## config.mk

```make
export PLATFORM = sky130hd
export DESIGN_NAME = pipe_exe_mdu_flat
export DESIGN_NICKNAME = d
export VERILOG_FILES = /design/src/rtl/pipe_exe_mdu_if.sv /design/src/rtl/pipe_exe_mdu.sv /design/src/flat_wrapper.sv
export SDC_FILE = /design/constraint.sdc
export NUM_CORES = 2
export LEC_CHECK = 0
export BUFFER_PORTS_ARGS = -buffer_cell sky130_fd_sc_hd__buf_4
export CORE_UTILIZATION = 60
export CTS_BUF_LIST = sky130_fd_sc_hd__clkbuf_8
export DETAILED_ROUTE_END_ITERATION = 16
export MAX_ROUTING_LAYER = met4
export PLACE_DENSITY_LB_ADDON = 0.3
export SLEW_MARGIN = 30
export SYNTH_ARGS = -nofsm -noshare
export SYNTH_HDL_FRONTEND = slang
export SYNTH_SLANG_ARGS = --single-unit
export TNS_END_PERCENT = 5
```

## constraint.sdc

```tcl
create_clock -name clk -period 11.65 [get_ports clk]
set_input_delay 0.5825 -clock clk [delete_from_list [all_inputs] [get_ports clk]]
set_output_delay 0.5825 -clock clk [all_outputs]
set_load 0.02 [all_outputs]
```

## src/rtl/pipe_exe_mdu_if.sv

```systemverilog
// Start/busy/done handshake and operand/result bundle for the execute-stage MDU.
// master drives start/op/a/b/flush; slave returns busy/done/hi/lo/div0.
interface pipe_exe_mdu_if #(
    parameter int WIDTH = 32
);
    logic             start;
    logic [1:0]       op;
    logic [WIDTH-1:0] a;
    logic [WIDTH-1:0] b;
    logic             flush;
    logic             busy;
    logic             done;
    logic [WIDTH-1:0] hi;
    logic [WIDTH-1:0] lo;
    logic             div0;

    modport master (
        output start, op, a, b, flush,
        input  busy, done, hi, lo, div0
    );

    modport slave (
        input  start, op, a, b, flush,
        output busy, done, hi, lo, div0
    );
endinterface

```

## src/rtl/pipe_exe_mdu.sv

```systemverilog
// Multi-cycle multiply/divide unit: pipelined multiplier and restoring divider.
// Ports: clk, rst (sync, active-high), mdu (slave modport: start/op/a/b/flush in,
// busy/done/hi/lo/div0 out). Optional macro MDU_DIV0_EXC_EN: early div-by-zero exit.
module pipe_exe_mdu #(
    parameter int WIDTH      = 32,
    parameter int MUL_STAGES = 2
) (
    input logic            clk,
    input logic            rst,
    pipe_exe_mdu_if.slave  mdu
);
    localparam int W  = WIDTH;
    localparam int CW = $clog2(WIDTH + 2);
    localparam logic [CW-1:0] CNT_ONE  = CW'(1);
    localparam logic [CW-1:0] CNT_MUL  = CW'(MUL_STAGES);
    localparam logic [CW-1:0] CNT_ITER = CW'(WIDTH);
    localparam logic [CW-1:0] CNT_FIX  = CW'(WIDTH + 1);

    typedef enum logic [1:0] {
        S_IDLE,
        S_MUL,
        S_DIV
    } state_e;

    state_e          state_q, state_d;
    logic [CW-1:0]   cnt_q, cnt_d;
    logic            done_q, done_d;
    logic            div0_q, div0_d;
    logic [W-1:0]    hi_q, hi_d;
    logic [W-1:0]    lo_q, lo_d;

    logic [W-1:0]    a_q;
    logic [W-1:0]    dvs_q;
    logic [W-1:0]    quo_q;
    logic [W-1:0]    rem_q;
    logic            negq_q;
    logic            negr_q;
    logic            dz_q;
    logic [2*W-1:0]  mp_q [MUL_STAGES];

    logic            accept;
    logic            is_div;
    logic            a_neg, b_neg, b_zero;
    logic [W-1:0]    a_mag, b_mag;
    logic [2*W-1:0]  ext_a, ext_b, prod_in;
    logic [W:0]      shifted, diff;
    logic [W-1:0]    q_fix, r_fix;

    // Accept only when idle; done implies idle, giving back-to-back issue.
    assign accept = mdu.start && !mdu.flush && (state_q == S_IDLE);
    assign is_div = mdu.op[1];
    assign a_neg  = !mdu.op[0] && mdu.a[W-1];
    assign b_neg  = !mdu.op[0] && mdu.b[W-1];
    assign b_zero = (mdu.b == '0);
    assign a_mag  = a_neg ? -mdu.a : mdu.a;
    assign b_mag  = b_neg ? -mdu.b : mdu.b;

    // Sign-extended 2W product; low 2W bits are exact for both signednesses.
    assign ext_a   = {{W{a_neg}}, mdu.a};
    assign ext_b   = {{W{b_neg}}, mdu.b};
    assign prod_in = ext_a * ext_b;

    // One restoring step: partial remainder never exceeds 2*divisor.
    assign shifted = {rem_q, quo_q[W-1]};
    assign diff    = shifted - {1'b0, dvs_q};

    assign q_fix = dz_q ? '1  : (negq_q ? -quo_q : quo_q);
    assign r_fix = dz_q ? a_q : (negr_q ? -rem_q : rem_q);

    always_ff @(posedge clk) begin
        if (accept) begin
            a_q     <= mdu.a;
            dvs_q   <= b_mag;
            quo_q   <= a_mag;
            rem_q   <= '0;
            negq_q  <= a_neg ^ b_neg;
            negr_q  <= a_neg;
            dz_q    <= b_zero;
            mp_q[0] <= prod_in;
        end else if (state_q == S_DIV && cnt_q <= CNT_ITER) begin
            if (!diff[W]) begin
                rem_q <= diff[W-1:0];
                quo_q <= {quo_q[W-2:0], 1'b1};
            end else begin
                rem_q <= shifted[W-1:0];
                quo_q <= {quo_q[W-2:0], 1'b0};
            end
        end
    end

    always_ff @(posedge clk) begin
        for (int i = 1; i < MUL_STAGES; i++) begin
            mp_q[i] <= mp_q[i-1];
        end
    end

    always_ff @(posedge clk) begin
        if (rst) begin
            state_q <= S_IDLE;
            cnt_q   <= '0;
            done_q  <= 1'b0;
            div0_q  <= 1'b0;
            hi_q    <= '0;
            lo_q    <= '0;
        end else begin
            state_q <= state_d;
            cnt_q   <= cnt_d;
            done_q  <= done_d;
            div0_q  <= div0_d;
            hi_q    <= hi_d;
            lo_q    <= lo_d;
        end
    end

    always_comb begin
        state_d = state_q;
        cnt_d   = cnt_q;
        done_d  = 1'b0;
        div0_d  = 1'b0;
        hi_d    = hi_q;
        lo_d    = lo_q;
        unique case (state_q)
            S_IDLE: begin
                if (accept) begin
                    cnt_d   = CNT_ONE;
                    state_d = is_div ? S_DIV : S_MUL;
`ifdef MDU_DIV0_EXC_EN
                    // Skip iteration: complete on the very next edge.
                    if (is_div && b_zero) begin
                        cnt_d = CNT_FIX;
                    end
`endif
                end
            end
            S_MUL: begin
                if (cnt_q == CNT_MUL) begin
                    state_d      = S_IDLE;
                    done_d       = 1'b1;
                    {hi_d, lo_d} = mp_q[MUL_STAGES-1];
                end else begin
                    cnt_d = cnt_q + CNT_ONE;
                end
            end
            S_DIV: begin
                if (cnt_q == CNT_FIX) begin
                    state_d = S_IDLE;
                    done_d  = 1'b1;
                    hi_d    = r_fix;
                    lo_d    = q_fix;
`ifdef MDU_DIV0_EXC_EN
                    div0_d  = dz_q;
`endif
                end else begin
                    cnt_d = cnt_q + CNT_ONE;
                end
            end
            default: begin
                state_d = S_IDLE;
            end
        endcase
        // Squash: drop everything in flight, keep the last result.
        if (mdu.flush) begin
            state_d = S_IDLE;
            done_d  = 1'b0;
            div0_d  = 1'b0;
            hi_d    = hi_q;
            lo_d    = lo_q;
        end
    end

    assign mdu.busy = (state_q != S_IDLE);
    assign mdu.done = done_q;
    assign mdu.div0 = div0_q;
    assign mdu.hi   = hi_q;
    assign mdu.lo   = lo_q;
endmodule

```

## src/flat_wrapper.sv

```systemverilog
// flat-port wrapper written by rule: the top's interface ports become plain ports
module pipe_exe_mdu_flat 
#(
    parameter int WIDTH      = 32,
    parameter int MUL_STAGES = 2
)
  (clk, rst, mdu_start, mdu_op, mdu_a, mdu_b, mdu_flush, mdu_busy, mdu_done, mdu_hi, mdu_lo, mdu_div0);
  pipe_exe_mdu_if #(.WIDTH(WIDTH)) mdu_i ();
  input logic clk;
  input logic rst;
  input wire logic [$bits(mdu_i.start)-1:0] mdu_start;
  input wire logic [$bits(mdu_i.op)-1:0] mdu_op;
  input wire logic [$bits(mdu_i.a)-1:0] mdu_a;
  input wire logic [$bits(mdu_i.b)-1:0] mdu_b;
  input wire logic [$bits(mdu_i.flush)-1:0] mdu_flush;
  output wire logic [$bits(mdu_i.busy)-1:0] mdu_busy;
  output wire logic [$bits(mdu_i.done)-1:0] mdu_done;
  output wire logic [$bits(mdu_i.hi)-1:0] mdu_hi;
  output wire logic [$bits(mdu_i.lo)-1:0] mdu_lo;
  output wire logic [$bits(mdu_i.div0)-1:0] mdu_div0;
  assign mdu_i.start = mdu_start;
  assign mdu_i.op = mdu_op;
  assign mdu_i.a = mdu_a;
  assign mdu_i.b = mdu_b;
  assign mdu_i.flush = mdu_flush;
  assign mdu_busy = mdu_i.busy;
  assign mdu_done = mdu_i.done;
  assign mdu_hi = mdu_i.hi;
  assign mdu_lo = mdu_i.lo;
  assign mdu_div0 = mdu_i.div0;
  pipe_exe_mdu #(.WIDTH(WIDTH), .MUL_STAGES(MUL_STAGES)) u_core (.clk(clk), .rst(rst), .mdu(mdu_i));
endmodule
```

==> flow_metrics.py <==
metrics = {
    "run_status": {
        "status": "finished clean",
    },
    "placement": {
        "dpl.hpwl_mm": 112.8,
        "post-place-ws_ns": 1.495,
        "io_buffers": 135,
        "gp_congestion": 0.9766,
    },
    "synthesis": {
        "synth.top_cell.area_share": 0.4207,
        "synth_edf_count": 163,
        "synthTopCellsByArea": "fa_1 (42%), edfxtp_1 (9.1%), inv_1 (8.1%), dfxtp_1 (6.3%), nand2_1 (6.2%)",
        "ys_seq_area_frac": 0.1545,
        "synth-seq-cells": 332,
        "avgSynthCellArea_sq_um": 9.330,
        "synthesis.nets": 7194,
        "synth_top_flop_cell": "dfxtp_1",
        "ys_types": 69,
        "synthCells": 5743,
        "yosys_warnings": 0,
        "synth_commonest_cells": "inv_1 (1160), fa_1 (1126), nand2_1 (890)",
        "async_flop_share": 0,
        "yosysTopAreaCell": "fa_1",
        "yosysMostFrequentCell": "inv_1",
        "netlist_area_sq_mm": 0.05358,
    },
    "clock_tree": {
        "cts_resized": 0,
        "clk_pin_slew_worst_paths_ns": 0.07,
        "cts_root_buf": "clkbuf_8",
        "clock_latency_ns": 0.60,
        "clkSinkCount": 332,
        "cts_tree": "done",
        "post-cts-setup-buffer-count": 0,
        "htreeDepth": 2,
        "cts_buffers": 46,
        "cts_hold_buf": 0,
        "clockBufferDepth": 3,
    },
    "sta": {
        "drv_slew": 0,
        "finalSetupTns_ns": 0,
        "rsz0062_at_grt": "no",
        "period_share": 0.8271,
        "finClkSkew_ns": 0.02366,
        "hold_slack_ns": 0.2133,
        "max_slew_margin": 0.3487,
        "hold_violations": 0,
        "setup_ws_ns": 2.014,
        "period_minus_slack_ns": 9.636,
        "worstMarginPinSlew_ns": 0.9770,
        "setup_violations": 0,
        "max_freq_mhz": 103.8,
    },
    "worst_hold_path": {
        "hold_path_startpoint": "mdu_flush",
        "hp-class": "input pin to register",
    },
    "global_route": {
        "grt_pass1_vias": 40722,
        "overflow": 0,
        "grt_usage": 0.3564,
        "grt_max_degree": 74,
        "grt_pass1_wl_mm": 235.8,
        "antenna_found_initial": 8,
    },
    "setup_path": {
        "cp_max_fo": 29,
        "crit_start": "mdu_op[0]",
        "critical_path_arrival_ns": 9.98,
        "rr_startpoint": "u_core.quo_q[31]",
        "required_ns": 11.99,
        "end_kind": "register",
        "crit_type": "input pin to register",
        "crit_path_start_kind": "input pin",
    },
    "job": {
        "maxCapViolations": 0,
    },
    "die": {
        "ioPinCount": 137,
        "coreArea_sq_mm": 0.08837,
        "initial_core_util": 0.6063,
        "die_h_microns": 300.8,
        "die_w_microns": 300.8,
        "dieArea_sq_mm": 0.09050,
        "rows": 109,
    },
    "detailed_routing": {
        "routed_wirelength_mm": 151.8,
        "wl_per_cell_microns": 22.26,
        "routed-via-count": 39674,
        "dr.pass1.iters": 6,
        "drtAntennaViolNets": 0,
        "first_iter_violations": 3543,
        "drc_errors": 0,
        "via_per_inst": 5.816,
    },
    "final_layout": {
        "drive_gt1_frac": 0.04780,
        "areaGrowthSynthToFinish_pct": 4.607,
        "fin_nets": 7062,
    },
}
==> critical path, stage by stage <==
cell	delay, ns
buf_4	0.15
nand2b_1	0.72
inv_1	0.71
nand2_1	0.29
inv_1	0.12
fa_1	0.60
fa_1	0.58
fa_2	0.61
inv_1	0.24
fa_1	1.06
inv_1	0.32
fa_1	0.53
fa_1	0.56
inv_1	0.05
fa_1	0.49
inv_1	0.05
fa_1	0.44
ha_1	0.38
a21o_1	0.19
a21oi_1	0.18
o21a_1	0.17
inv_1	0.04
a41o_1	0.22
a21oi_1	0.36
o21ai_0	0.16
xor2_1	0.16
==> flip-flops by register name, summed over array words and instances, names as in the netlist <==
| name | count |
|---|---|
| u_core.mdu.done | 1 |
| u_core.dvs_q | 32 |
| u_core.state_q | 2 |
| u_core.quo_q | 32 |
| u_core.mp_q | 128 |
| u_core.negq_q | 1 |
| u_core.a_q | 32 |
| u_core.rem_q | 32 |
| u_core.dz_q | 1 |
| u_core.negr_q | 1 |
| u_core.cnt_q | 6 |
| u_core.mdu.hi | 32 |
| u_core.mdu.lo | 32 |
==> per-stage QoR <==
stage,cell area (sq um),std cells,utilization
4_1_cts,56020,6813,0.6339
3_3_place_gp,55030,6727,0.6227
2_1_floorplan,53580,5743,-
5_1_grt,56050,6819,0.6342
3_5_place_dp,55040,6727,0.6227
6_report,56050,6821,0.6343
==> cell type report <==
type                    instances  area (sq um)
diodes                          7         17.52
clock buffers                  59         812.0
clock inverters                27         175.2
fillers                      7219         32320
inverters                    1160          4357
multi-input cells            3897         39650
flip-flops and latches        332          8278
well taps                    1165          1458
repair buffers                174          1310
==> routing by layer <==
metal / up-vias / track usage / routed length, microns
met1: 20163 / 0.4831 / 59960
met3: 315 / 0.08225 / 18240
met2: 2095 / 0.5283 / 67590
met5: - / - / 0
met4: 0 / 0.1240 / 6017
li1: 17101 / - / -
==> cell usage in the layout, fill, tap and decap left out, types with 31 or more instances in the layout <==
cell / count
a211oi_1: 42
a21o_1: 63
a21oi_1: 167
and2_1: 368
buf_4: 173
clkbuf_8: 59
dfxtp_1: 169
edfxtp_1: 163
fa_1: 1125
ha_1: 254
inv_1: 1175
mux2i_1: 53
nand2_1: 890
nor2_1: 163
nor3_1: 32
o21ai_0: 177
o221ai_1: 31
xnor2_1: 131
xor2_1: 93
==> kinds of logic (layout without fill, tap and decap cells) <==
kind of cell	after synthesis	in the layout	synth area share
flops	332	332	0.1545
compound gates	625	625	0.07302
fa+ha+maj	1381	1381	0.4802
other cells	1	8	0.00006998
mux	54	54	0.01011
simple gates	1611	1611	0.1391
buf+inv	1514	1420	0.1062
xor+xnor	225	225	0.03678
==> worst paths after layout <==
check | endpoint | depth (start not counted) | slack, ns
setup / recovery | u_core.mp_q[0][57] | 26 | 2.01
hold / removal | u_core.state_q[1] | 2 | 0.21
setup reg to reg | u_core.rem_q[17] | 13 | 7.82
hold reg to reg | u_core.mp_q[0][83] | 0 | 0.34
Power is not shown: default switching activity piles up to over one toggle a cycle in this logic, so the estimate is an artifact.
